--- config.mk ---
export PLATFORM = sky130hd
export DESIGN_NAME = fp16_block_accum
export DESIGN_NICKNAME = d
export VERILOG_FILES = /design/src/rtl/fp16_pkg.sv /design/src/rtl/fp16_normalize_pack.sv /design/src/rtl/fp16_block_accum.sv
export SDC_FILE = /design/constraint.sdc
export NUM_CORES = 1
export LEC_CHECK = 0
export BUFFER_PORTS_ARGS = -buffer_cell sky130_fd_sc_hd__buf_2
export CAP_MARGIN = 15
export CORE_MARGIN = 2
export CORE_UTILIZATION = 35
export CTS_CLUSTER_DIAMETER = 150
export DETAILED_ROUTE_END_ITERATION = 8
export PLACE_DENSITY_LB_ADDON = 0.08
export REMOVE_ABC_BUFFERS = 1
export SLEW_MARGIN = 20
export SYNTH_ARGS = -nofsm -noshare
export SYNTH_HDL_FRONTEND = slang
export SYNTH_HIERARCHICAL = 1
export SYNTH_SLANG_ARGS = --single-unit
--- constraint.sdc ---
create_clock -name clk -period 9.9 [get_ports clk]
set_clock_uncertainty 0.15 [all_clocks]
set_input_delay 1.98 -clock clk [delete_from_list [all_inputs] [get_ports clk]]
set_output_delay 1.98 -clock clk [all_outputs]
set_load 0.01 [all_outputs]
--- src/rtl/fp16_pkg.sv ---
// Shared fp16 constants and the FSM state type for the block accumulator.
// Imported by fp16_block_accum and fp16_normalize_pack.
package fp16_pkg;

    localparam int FP16_EXP_W   = 5;
    localparam int FP16_FRAC_W  = 10;
    localparam int FP16_EXP_MAX = 31;

    localparam logic [15:0] FP16_POS_INF = 16'h7C00;

    typedef enum logic [1:0] {
        ACCUM,
        NORM,
        EMIT
    } state_e;

endpackage

--- src/rtl/fp16_normalize_pack.sv ---
// Combinational normalizer: turns the signed block accumulator and its exponent
// into one packed fp16 value (truncating, no subnormals, saturating to infinity).
module fp16_normalize_pack
    import fp16_pkg::*;
#(
    parameter int ACC_W = 20
) (
    input  logic signed [ACC_W-1:0]      acc_i,
    input  logic        [FP16_EXP_W-1:0] e_acc_i,
    input  logic                         ovf_i,
    output logic        [15:0]           data_o,
    output logic                         ovf_o
);

    logic             negative;
    logic [ACC_W-1:0] mag;
    logic [ACC_W-1:0] aligned;
    logic             unused_aligned;
    int               lead;
    int               expVal;

    // The most negative accumulator value negates to itself, which is still
    // the correct magnitude when read as unsigned.
    always_comb begin
        negative = acc_i[ACC_W-1];
        mag      = negative ? -acc_i : acc_i;
    end

    always_comb begin
        lead = 0;
        for (int i = 0; i < ACC_W; i++) begin
            if (mag[i]) begin
                lead = i;
            end
        end
    end

    // Leading one moves to the top bit; the fraction is the next FRAC_W bits.
    assign aligned        = mag << (ACC_W - 1 - lead);
    assign unused_aligned = ^{aligned[ACC_W-1], aligned[ACC_W-FP16_FRAC_W-2:0]};
    assign expVal         = int'(e_acc_i) + lead - FP16_FRAC_W;

    always_comb begin
        data_o = 16'h0000;
        ovf_o  = ovf_i;
        if (mag == '0) begin
            data_o = 16'h0000;
        end else if (expVal >= FP16_EXP_MAX) begin
            data_o = FP16_POS_INF | {negative, 15'b0};
            ovf_o  = 1'b1;
        end else if (expVal <= 0) begin
            data_o = {negative, 15'b0};
        end else begin
            data_o = {negative, expVal[FP16_EXP_W-1:0], aligned[ACC_W-2 -: FP16_FRAC_W]};
        end
    end

endmodule

--- src/rtl/fp16_block_accum.sv ---
// Accumulates exponent-aligned mantissa quartets over a group of beats and
// emits one normalized fp16 result per group through a valid/ready output.
module fp16_block_accum
    import fp16_pkg::*;
#(
    parameter int ACC_W  = 20,
    parameter int MANT_W = 11
) (
    input  logic                  clk,
    input  logic                  rst,
    input  logic                  in_valid,
    output logic                  in_ready,
    input  logic                  in_last,
    input  logic [3:0]            in_signs,
    input  logic [FP16_EXP_W-1:0] in_exp,
    input  logic [MANT_W-1:0]     in_mant_a,
    input  logic [MANT_W-1:0]     in_mant_b,
    input  logic [MANT_W-1:0]     in_mant_c,
    input  logic [MANT_W-1:0]     in_mant_d,
    output logic                  out_valid,
    input  logic                  out_ready,
    output logic [15:0]           out_data,
    output logic                  out_ovf
);

    localparam int QSUM_W = MANT_W + 3;

    state_e                  state_q, state_d;
    logic signed [ACC_W-1:0] acc_q, acc_d;
    logic [FP16_EXP_W-1:0]   eAcc_q, eAcc_d;
    logic                    first_q, first_d;
    logic                    ovf_q, ovf_d;
    logic [15:0]             outData_q, outData_d;
    logic                    outOvf_q, outOvf_d;

    logic                    inFire;
    logic signed [QSUM_W-1:0] quartetSum;
    logic signed [ACC_W-1:0] quartetExt;
    logic signed [ACC_W-1:0] addA, addB;
    logic [FP16_EXP_W-1:0]   newExp;
    logic [ACC_W:0]          sumWide;
    logic                    sumOvf;
    logic signed [ACC_W-1:0] sumSat;
    logic [15:0]             packData;
    logic                    packOvf;

    function automatic logic signed [QSUM_W-1:0] signedMant(input logic neg,
                                                            input logic [MANT_W-1:0] m);
        logic signed [QSUM_W-1:0] v;
        v = $signed({{(QSUM_W-MANT_W){1'b0}}, m});
        return neg ? -v : v;
    endfunction

    // Shifts past the accumulator width collapse to the sign fill.
    function automatic logic signed [ACC_W-1:0] shiftRight(input logic signed [ACC_W-1:0] v,
                                                           input logic [FP16_EXP_W-1:0] amt);
        if (int'(amt) >= ACC_W) begin
            return {ACC_W{v[ACC_W-1]}};
        end
        return v >>> amt;
    endfunction

    assign inFire     = in_valid & in_ready;
    assign quartetSum = signedMant(in_signs[0], in_mant_a) + signedMant(in_signs[1], in_mant_b)
                      + signedMant(in_signs[2], in_mant_c) + signedMant(in_signs[3], in_mant_d);
    assign quartetExt = ACC_W'(quartetSum);

    // Whichever side carries the smaller exponent is shifted down before the add.
    always_comb begin
        if (in_exp > eAcc_q) begin
            addA   = shiftRight(acc_q, in_exp - eAcc_q);
            addB   = quartetExt;
            newExp = in_exp;
        end else begin
            addA   = acc_q;
            addB   = shiftRight(quartetExt, eAcc_q - in_exp);
            newExp = eAcc_q;
        end
    end

    assign sumWide = {addA[ACC_W-1], addA} + {addB[ACC_W-1], addB};
    assign sumOvf  = sumWide[ACC_W] ^ sumWide[ACC_W-1];
    assign sumSat  = sumOvf ? (sumWide[ACC_W] ? {1'b1, {(ACC_W-1){1'b0}}}
                                              : {1'b0, {(ACC_W-1){1'b1}}})
                            : sumWide[ACC_W-1:0];

    fp16_normalize_pack #(
        .ACC_W (ACC_W)
    ) u_pack (
        .acc_i   (acc_q),
        .e_acc_i (eAcc_q),
        .ovf_i   (ovf_q),
        .data_o  (packData),
        .ovf_o   (packOvf)
    );

    always_ff @(posedge clk) begin
        if (rst) begin
            state_q <= ACCUM;
        end else begin
            state_q <= state_d;
        end
    end

    always_comb begin
        state_d = state_q;
        case (state_q)
            ACCUM:   if (inFire && in_last) state_d = NORM;
            NORM:    state_d = EMIT;
            EMIT:    if (out_ready) state_d = ACCUM;
            default: state_d = ACCUM;
        endcase
    end

    always_comb begin
        in_ready  = (state_q == ACCUM);
        out_valid = (state_q == EMIT);
    end

    always_comb begin
        acc_d     = acc_q;
        eAcc_d    = eAcc_q;
        first_d   = first_q;
        ovf_d     = ovf_q;
        outData_d = outData_q;
        outOvf_d  = outOvf_q;
        case (state_q)
            ACCUM: begin
                if (inFire) begin
                    if (first_q) begin
                        acc_d   = quartetExt;
                        eAcc_d  = in_exp;
                        first_d = 1'b0;
                    end else begin
                        acc_d  = sumSat;
                        eAcc_d = newExp;
                        ovf_d  = ovf_q | sumOvf;
                    end
                end
            end
            NORM: begin
                outData_d = packData;
                outOvf_d  = packOvf;
            end
            EMIT: begin
                if (out_ready) begin
                    first_d = 1'b1;
                    ovf_d   = 1'b0;
                end
            end
            default: ;
        endcase
    end

    always_ff @(posedge clk) begin
        if (rst) begin
            acc_q     <= '0;
            eAcc_q    <= '0;
            first_q   <= 1'b1;
            ovf_q     <= 1'b0;
            outData_q <= 16'h0000;
            outOvf_q  <= 1'b0;
        end else begin
            acc_q     <= acc_d;
            eAcc_q    <= eAcc_d;
            first_q   <= first_d;
            ovf_q     <= ovf_d;
            outData_q <= outData_d;
            outOvf_q  <= outOvf_d;
        end
    end

    assign out_data = outData_q;
    assign out_ovf  = outOvf_q;

endmodule

* After elaboration in Yosys (flattened, before gate mapping)
Cells that the tools add are included.
** Storage, ports and cells
- Bits in registers :: 46
- Bits in latches :: 0
- RAM bits :: 0
- ROM bits :: 0
- Input bits :: 58
- Output and inout bits :: 19
- Logic and storage cells :: 102
- Memories kept :: 0
** Cells by class
- Add/sub/neg operators :: 14
- $mul :: 0
- Divide/modulo/power cells :: 0
- $lt $le $gt $ge :: 5
- Eq/ne operators :: 6
- Shift operators :: 3
- Mux-type cells :: 54
- Bitwise gates (word level) :: 3
- Reductions and logical operators :: 10
** Operators by type and width (number)
- $mux 20 :: 10
- $mux 14 :: 4
- $neg 11->14 :: 4
- $add 14x14->14 :: 3
- $ge 32x6->1 const B :: 1
- $le 32x1->1 const B :: 1
- $mux 4 :: 8
- $shl 20x32->19 :: 1
- $sub 32x5->32 const B :: 1
- $mux 15 :: 2
- $mux 5 :: 6
- $add 20x20->21 :: 1
- $logic_not 20->1 :: 1
- $neg 20->20 :: 1
- $sshr 14x5->20 :: 1
- $sshr 20x5->20 :: 1
- $mux 16 :: 1
- $mux 1 :: 12
- $mux 3 :: 4
- $ge 5x5->1 const B :: 2
- $sub 5x5->5 :: 2
- $mux 2 :: 4
- $add 5x5->6 :: 1
- $ne 2x1->1 const B :: 3
- other kinds (16) :: 20

* Depth between registers and ports, before layout
Gate-level depths: netlist of the first run.
- Word-level depth :: 27
- Mapped depth :: 32

* Hierarchy
Netlist of the first run, hierarchy kept.
** Modules (own cells, without submodules)
- fp16_block_accum :: times used 1, cells each 1011, area each 7448.4 µm², sequential area each 920.9 µm²
- fp16_normalize_pack :: times used 1, cells each 376, area each 2479.9 µm², sequential area each 0.0 µm²

* Worst setup path before layout of the first run
No wires, ideal clock.
- Path type :: input port to flip-flop
- Start :: input port in_mant_a[5]
- End :: register acc_q[16]
- Arrival :: 9011 ps
- Required time :: 9664 ps
- Slack :: 653 ps
- Stages on the path :: 29
- Buffers on the path :: 1
- Cell sequence :: or4_4 -> or2_2 -> o31ai_1 -> xnor2_1 -> fa_1 -> inv_1 -> fa_1 -> inv_1 -> ha_1 -> clkbuf_1 -> and3_1 -> a211o_1 -> o311ai_1 -> a211o_1 -> mux2_2 -> mux2_1 -> nand3_1 -> a32oi_1 -> ha_1 -> inv_1 -> fa_1 -> nor2b_1 -> o31a_1 -> o211ai_1 -> a31oi_1 -> nor3_1 -> mux2_2 -> or4b_2 -> a211oi_1
** On the way
- Cells in the longest elaborated chain, start to end :: 12
- Elaborated cells on any way between the ends :: 14
- Those cells by class :: add/sub: 5; shift: 1; mux: 7; bitwise: 1
** Ends and longest elaborated chain
- from (decl) :: RTL line fp16_block_accum.sv:16 : input logic [MANT_W-1:0] in_mant_a,
- $neg 11->14 :: RTL line fp16_block_accum.sv:51 : return neg ? -v : v;
- $mux 14 * :: RTL line fp16_block_accum.sv:51
- $add 14x14->14 * :: RTL line fp16_block_accum.sv:64 : assign quartetSum = signedMant(in_signs[0], in_mant_a) + signedMant(in_signs[1], in_mant_b)
- $add 14x14->14 * (2 in series) :: RTL line fp16_block_accum.sv:65 : + signedMant(in_signs[2], in_mant_c) + signedMant(in_signs[3], in_mant_d);
- $sshr 14x5->20 or $mux 20 (tied branches) :: RTL line fp16_block_accum.sv:60, fp16_block_accum.sv:57
- $mux 20 :: RTL line fp16_block_accum.sv:60 : return v >>> amt;
- $mux 20 :: RTL line fp16_block_accum.sv:70 : if (in_exp > eAcc_q) begin
- $add 20x20->21 :: RTL line fp16_block_accum.sv:81 : assign sumWide = {addA[ACC_W-1], addA} + {addB[ACC_W-1], addB};
- $mux 20 or $xor 1x1->1 (tied branches) :: RTL line fp16_block_accum.sv:83, fp16_block_accum.sv:82
- $mux 20 :: RTL line fp16_block_accum.sv:83 : assign sumSat = sumOvf ? (sumWide[ACC_W] ? {1'b1, {(ACC_W-1){1'b0}}}
- $mux 20 * :: RTL line fp16_block_accum.sv:130 : if (first_q) begin
- to (signal assigned) :: RTL line fp16_block_accum.sv:157 : acc_q <= '0;
- to (signal assigned) :: RTL line fp16_block_accum.sv:164 : acc_q <= acc_d;
- to (decl) :: RTL line fp16_block_accum.sv:29 : logic signed [ACC_W-1:0] acc_q, acc_d;
Mark *: on every way between the ends. The rest lies on a longest branch, timed or not. The select of a mux whose other input is x is not followed.
A chain may end at the register's enable or synchronous reset.

* Final worst setup path of the first run
Same ends and word-level chain as after synthesis.

==> metrics.md, run 1 <==
| Metric | Value |
|---|---|
| CTS tree | built |
| R2R cell count | 25 |
| Post-DRT Antenna Nets | 0 |
| GRT Total Usage | 22.3% |
| Clock latency on the worst-skew pair | 310 ps |
| Dpl ws | 75.1 ps |
| Cell variety after synth | 93 |
| Max_slew headroom | between 30% and 40% |
| Reg-to-reg critical path startpoint | acc_q[1] |
| Initial antenna violation count | 0 |
| Num CTS Buffers | 5 |
| Yosys reg bits | between 40 and 50 |
| Initial Util | 35.6% |
| Crit. End Element | flop |
| Via count | about 10k |
| Chip height | ~170 um |
| Post-synthesis async set-or-reset flop share | 0% |
| Total gr overflow | 0 |
| Crit path depth | 29 |
| # diodes | 0 |
| Pin count of the biggest net entering global routing | 46 |
| Max-cap viol count | 0 |
| CTS clk-pin slew, worst paths | 70 ps |
| Final wirelength | approximately 33 mm |
| Slowest CP cell | or4b_2 |
| FMAX | 107 MHz |
| Vias per cell | 5.70 |
| Final hold vios | 0 |
| CP required | about 10000 ps |
| Worst min-delay path class | reg2reg |
| Die area | roughly 0.030 mm2 |
| Hold path depth | 2 |
| RSZ-0062 raised after global routing | false |
| Mapped Cells | ~1.4k |
| Top_reg_cell synth | dfxtp_1 |
| WL/cell | roughly 18 um |
| Min cycle time layout | around 9400 ps |
| Max Slew Vio Count | 0 |
| Worst Path Buf+Inv | 4 |
| Worst path top cell family by delay | compound AO/OA/AOI/OAI gates |
| I/O Pins | 77 |
| Drt first-iter violations | 833 |
| Crit path DAT | 9460 ps |
| Initial DRT Pass Iterations | 5 |
| Final setup fails | 0 |
| Mapped Area | 0.00993 mm2 |
| Area added between synthesis and finish | 9.48% |
| Yosys synthesis warning count | 6 |
| Sequential area share after synthesis | 9.28% |
| Outcome | finished, final reports clean |
| First-pass GRT wire length | 52.6 mm |
| # rows | 61 |
| Vias in the first global route | approximately 9.6k |
| Reg2reg end | out_data[8] |
| Worst Hold Endpoint | out_data[13] |
| Startpoint types | input port |
| TNS Setup | 0 ps |
| Hold-fix buffers, CTS | 0 |
| Commonest non-fill, non-tap cell in the layout | nand2_1 |
| Final period utilization | 94.8% |
| Fraction of layout instances using a drive strength above 1 | 13.0% |
| DPL Wire Length | between 20 and 30 mm |
| Most frequent cells in the layout | nand2_1 (167), inv_1 (106), nor2_1 (105) |
| Crit Path Class | in2reg |
| Die X | 172 um |
| Nets | 1561 |
| Worst Path Max Fanout | 9 |
| # DRC | 0 |
| Clk Tree Root Cell | clkbuf_16 |
| Post-synth EDFFs | 0 |
| Syn_area_per_cell | 7.16 um2 |
| Setup slack after layout | just over 500 ps |
| # clock sinks | 46 |
| CTS H-tree lvls | 2 |
| Worst Tran Pin Value | 979 ps |
| Slowest stage delay, CP | between 600 and 700 ps |
| Min-Delay Startpoint | out_data[13] |
| Port bufs | 76 |
| Reg2Reg Setup Slack | about 1800 ps |
| Clk buf depth | 2 |
| Filler cell count | between 3k and 4k |
| Core area | 0.0279 mm2 |
| Placer Congestion | between 0.9 and 1 |
cell usage after synthesis, drive strengths merged (10+ instances only):
cell	n	area share, %
inv	111	4.2
mux4	16	3.6
buf	17	0.98
nor2	105	4.0
a21o	12	0.91
nor2b	12	0.76
a21boi	10	0.79
nand2b	18	1.1
dfxtp	46	9.3
nor4	11	0.84
or2	11	0.69
a31oi	24	1.5
nand2	167	6.3
a211oi	17	1.3
xor2	31	2.7
nor3	42	2.1
and3	11	0.69
o21ai	100	5.2
fa	30	6.0
mux2i	45	4.5
ha	60	7.6
xnor2	57	5.1
clkbuf	65	2.5
mux2	14	1.6
a21oi	95	4.8
o31ai	23	1.8
or4	13	1.0
nand3	35	1.8
or3	18	1.2
o21a	11	0.83
registers in the layout, indices dropped and copies added (netlist names):
register / count
ovf_q: 1
eAcc_q: 5
out_data: 16
first_q: 1
out_ovf: 1
acc_q: 20
state_q: 2
worst register-to-register path, stage by stage, from the launching register on:
cell	delay (ps)
dfxtp_1	480
inv_1	160
ha_1	490
nor3b_1	440
nand2_1	200
o41ai_1	520
xnor2_1	300
a21oi_1	560
and2_1	550
inv_2	310
ha_1	370
inv_1	70
fa_1	450
a21oi_1	160
nor2_1	50
nor2_1	120
ha_1	140
nand3b_1	140
o21ai_0	650
nand2_1	120
nor4b_1	740
nand3_1	160
a22o_1	240
a221oi_1	220
nand2_1	100
a21oi_1	130
routing by layer:
layer	part of all wire [%]	wire [um]	up-vias	global-route usage, %
met1	49	16300	4859	32.3
met3	3.9	1290	46	1.92
li1	-	-	5074	-
met4	2.1	677	0	5.59
met5	0	0	-	0
met2	45	14700	235	35.6
per-stage QoR:
step	cell area, um2	utilization, %	hold WS, ps	instances
4_1_cts	10800	38.9	303	1790
3_3_place_gp	10600	38.2	290	1782
2_1_floorplan	9590	-	324	1305
3_5_place_dp	10600	38.2	293	1782
6_report	10900	39.0	301	1792
5_1_grt	10900	39.0	324	1792
how the worst max path moves through the flow:
stage               slack (ps)   endpoint    startpoint
global route                30  acc_q[16]  in_mant_a[5]
global placement           200  acc_q[16]  in_mant_a[5]
finish                     520  acc_q[16]  in_mant_a[5]
CTS                        360  acc_q[16]  in_mant_a[5]
detailed placement          80  acc_q[16]  in_mant_a[5]
floorplan                  620  acc_q[16]  in_mant_a[5]
repair_timing:
item                       CTS  global route
buffers inserted             0             2
setup endpoints to repair    0            17
gates resized for setup      0             6
final cells by class:
cell class                 count  area [um2]  area share (%)
tap                          378         473            4.35
multi-input combinational   1148        8290            76.3
clock inverter                 2        60.1           0.553
clock buffer                   6         139            1.28
timing repair buffer         101         568            5.23
sequential                    46         922            8.48
inverter                     111         417            3.83
kinds of logic (layout without fill, tap and decap cells):
logic type	count (synthesis)	in the layout	synth area share, %
XOR/XNOR	90	90	8.29
flip-flops	46	46	9.28
adder cells (fa/ha/maj)	90	90	13.6
AO/OA/AOI/OAI	412	412	28.0
multiplexers	75	75	9.75
buffers and inverters	193	220	7.64
AND/OR/NAND/NOR	481	481	23.4
Power of run 1 is not shown: default switching activity piles up to over one toggle a cycle in this logic, so the estimate is an artifact.
==> run 2: changes to the inputs <==
--- a/config.mk
+++ b/config.mk
@@ -7,10 +7,11 @@
 export LEC_CHECK = 0
 export BUFFER_PORTS_ARGS = -buffer_cell sky130_fd_sc_hd__buf_2
 export CAP_MARGIN = 15
-export CORE_MARGIN = 2
+export CORE_MARGIN = 10
 export CORE_UTILIZATION = 35
 export CTS_CLUSTER_DIAMETER = 150
 export DETAILED_ROUTE_END_ITERATION = 8
+export GPL_TIMING_DRIVEN = 0
 export PLACE_DENSITY_LB_ADDON = 0.08
 export REMOVE_ABC_BUFFERS = 1
 export SLEW_MARGIN = 20
==> run 2 against run 1 <==
Net effect: die area is 19% higher; via count shrank 0.91%; sequential share of layout area about the same; utilization is 0.11 points higher; first-iteration DRC count decreased by 10%; maximum frequency down 1.8%; critical path type unchanged; critical endpoint is now acc_q[1]; highest routed layer unchanged.
==> metrics.md, run 2 (synthesized netlist as in run 1, its figures left out) <==
| Metric | Value |
|---|---|
| Clock latency on the worst-skew pair | 300 ps |
| Nets | 1547 |
| Internal power | 1.86 mW |
| Worst min-delay path class | reg2reg |
| Worst path most repeated cell | buf_4 |
| Final period utilization | 96.6% |
| Switch Pwr | 2.61 mW |
| CTS clk-pin slew, worst paths | 70 ps |
| Comb pwr share | 88.1% |
| Hold-fix buffers, CTS | 0 |
| Max Slew Vio Count | 0 |
| Clock power share | 3.9% |
| Crit Path Class | in2reg |
| Area added between synthesis and finish | 9.79% |
| DPL Wire Length | 25.9 mm |
| Max_slew headroom | 27.7% |
| Flop pwr share | roughly 8.0% |
| FMAX | 105 MHz |
| Initial DRT Pass Iterations | 5 |
| TNS Setup | 0 ps |
| GRT Total Usage | between 10% and 20% |
| Worst path top cell family by delay | compound AO/OA/AOI/OAI gates |
| Dpl ws | -717 ps |
| Worst Tran Pin Value | 1080 ps |
| Slowest CP cell | or4_4 |
| Commonest non-fill, non-tap cell in the layout | nand2_1 |
| Peak supply drop | around 0.16 mV |
| Port bufs | between 70 and 80 |
| Final setup fails | 0 |
| CP required | 9900 ps |
| # diodes | 0 |
| Startpoint types | input port |
| Most frequent cells in the layout | nand2_1 (166), inv_1 (106), nor2_1 (105) |
| Outcome | finished, final reports clean |
| Pin count of the biggest net entering global routing | 48 |
| Worst Path Max Fanout | 10 |
| Post-route design area | roughly 0.011 mm2 |
| # rows | 61 |
| Post-DRT Antenna Nets | 0 |
| Dpl cell area | 0.0106 mm2 |
| LEAKAGE | 4.48 nW |
| Switching power share of the total | 58.3% |
| Crit path DAT | 9560 ps |
| Slowest stage delay, CP | 560 ps |
| Initial Util | 35.6% |
| PD cells | 410 mW/mm2 |
| Chip height | between 150 and 200 um |
| Final wirelength | 32.8 mm |
| Clk buf depth | 2 |
| Max-cap viol count | 0 |
| Clk Tree Root Cell | clkbuf_16 |
| Worst Path Buf+Inv | 7 |
| WHS | 300 ps |
| FF/Latch Area | 923 um2 |
| Initial antenna violation count | 0 |
| Placer Congestion | 0.853 |
| # DRC | 0 |
| Largest Register | acc_q |
| CTS H-tree lvls | 2 |
| Final core occ | 39.1% |
| CTS tree | built |
| Vias per cell | 5.70 |
| Total gr overflow | 0 |
| # clock sinks | between 40 and 50 |
| Drt first-iter violations | 748 |
| Die X | 188 um |
| Min cycle time layout | between 9000 and 10000 ps |
| Fraction of layout instances using a drive strength above 1 | 13.4% |
| Core area | about 0.028 mm2 |
| Num CTS Buffers | 5 |
| Multi-input logic area | 0.00843 mm2 |
| WL/cell | ~18 um |
| Vias in the first global route | 9645 |
| Setup slack after layout | 340 ps |
| I/O Pins | 77 |
| Max reg flops | 20 |
| Filler cell count | 3031 |
| Die area | 0.0355 mm2 |
| First-pass GRT wire length | around 53 mm |
| Via count | ~10k |
| Crit. End Element | flop |
| Final hold vios | 0 |
[run 2: metal layers]
layer | part of all wire, % | track usage (%) | routed length, um | up-vias
met5 | 0 | 0 | 0 | -
met4 | 1.2 | 2.99 | 389 | 0
met1 | 50 | 25.5 | 16500 | 4849
li1 | - | - | - | 5064
met3 | 3.5 | 1.64 | 1140 | 24
met2 | 45 | 28.7 | 14800 | 184
[run 2: cell type report]
type                    count  area share, %
well taps                 378           4.34
inverters                 111           3.87
clock buffers               6           1.27
flip-flops and latches     46           8.47
multi-input cells        1148           77.3
repair buffers             87           4.72
[run 2: repair_timing]
| action | CTS | global route |
|---|---|---|
| gates cloned | 0 | 0 |
| setup endpoints to repair | 16 | 17 |
| pin swaps | 3 | 8 |
| setup buffers | 3 | 4 |
| gates resized for setup | 4 | 20 |
[run 2: power groups by stage]
stage	combinational [mW]	sequential [mW]	clock [mW]
6_report	3.94	0.357	0.175
5_1_grt	4.35	0.369	0.186
4_1_cts	3.83	0.354	0.180
3_5_place_dp	3.77	0.359	0
3_3_place_gp	3.73	0.365	0
2_1_floorplan	2.82	0.315	0
[run 2: worst paths after layout]
check,from,slack (ps),endpoint,depth (start not counted)
setup reg to reg,acc_q[0],1730,out_data[8],25
setup / recovery,in_mant_a[5],340,acc_q[1],30
hold reg to reg,out_data[8],300,out_data[8],2
hold / removal,out_data[8],300,out_data[8],2
[run 2: worst min-delay path, delay by kind of cell, from the launching register on]
kind / cells / cell delay [ps]
flip-flops: 1 / 310
AND/OR/NAND/NOR: 1 / 50
AO/OA/AOI/OAI: 1 / 50
[run 2: per-stage QoR]
| stage | cells | power [mW] |
|---|---|---|
| 4_1_cts | 1772 | 4.36 |
| 6_report | 1776 | 4.47 |
| 5_1_grt | 1776 | 4.91 |
| 3_5_place_dp | 1763 | 4.13 |
| 2_1_floorplan | 1305 | 3.14 |
| 3_3_place_gp | 1759 | 4.10 |
Note: power is estimated with default switching activity, not from simulation.
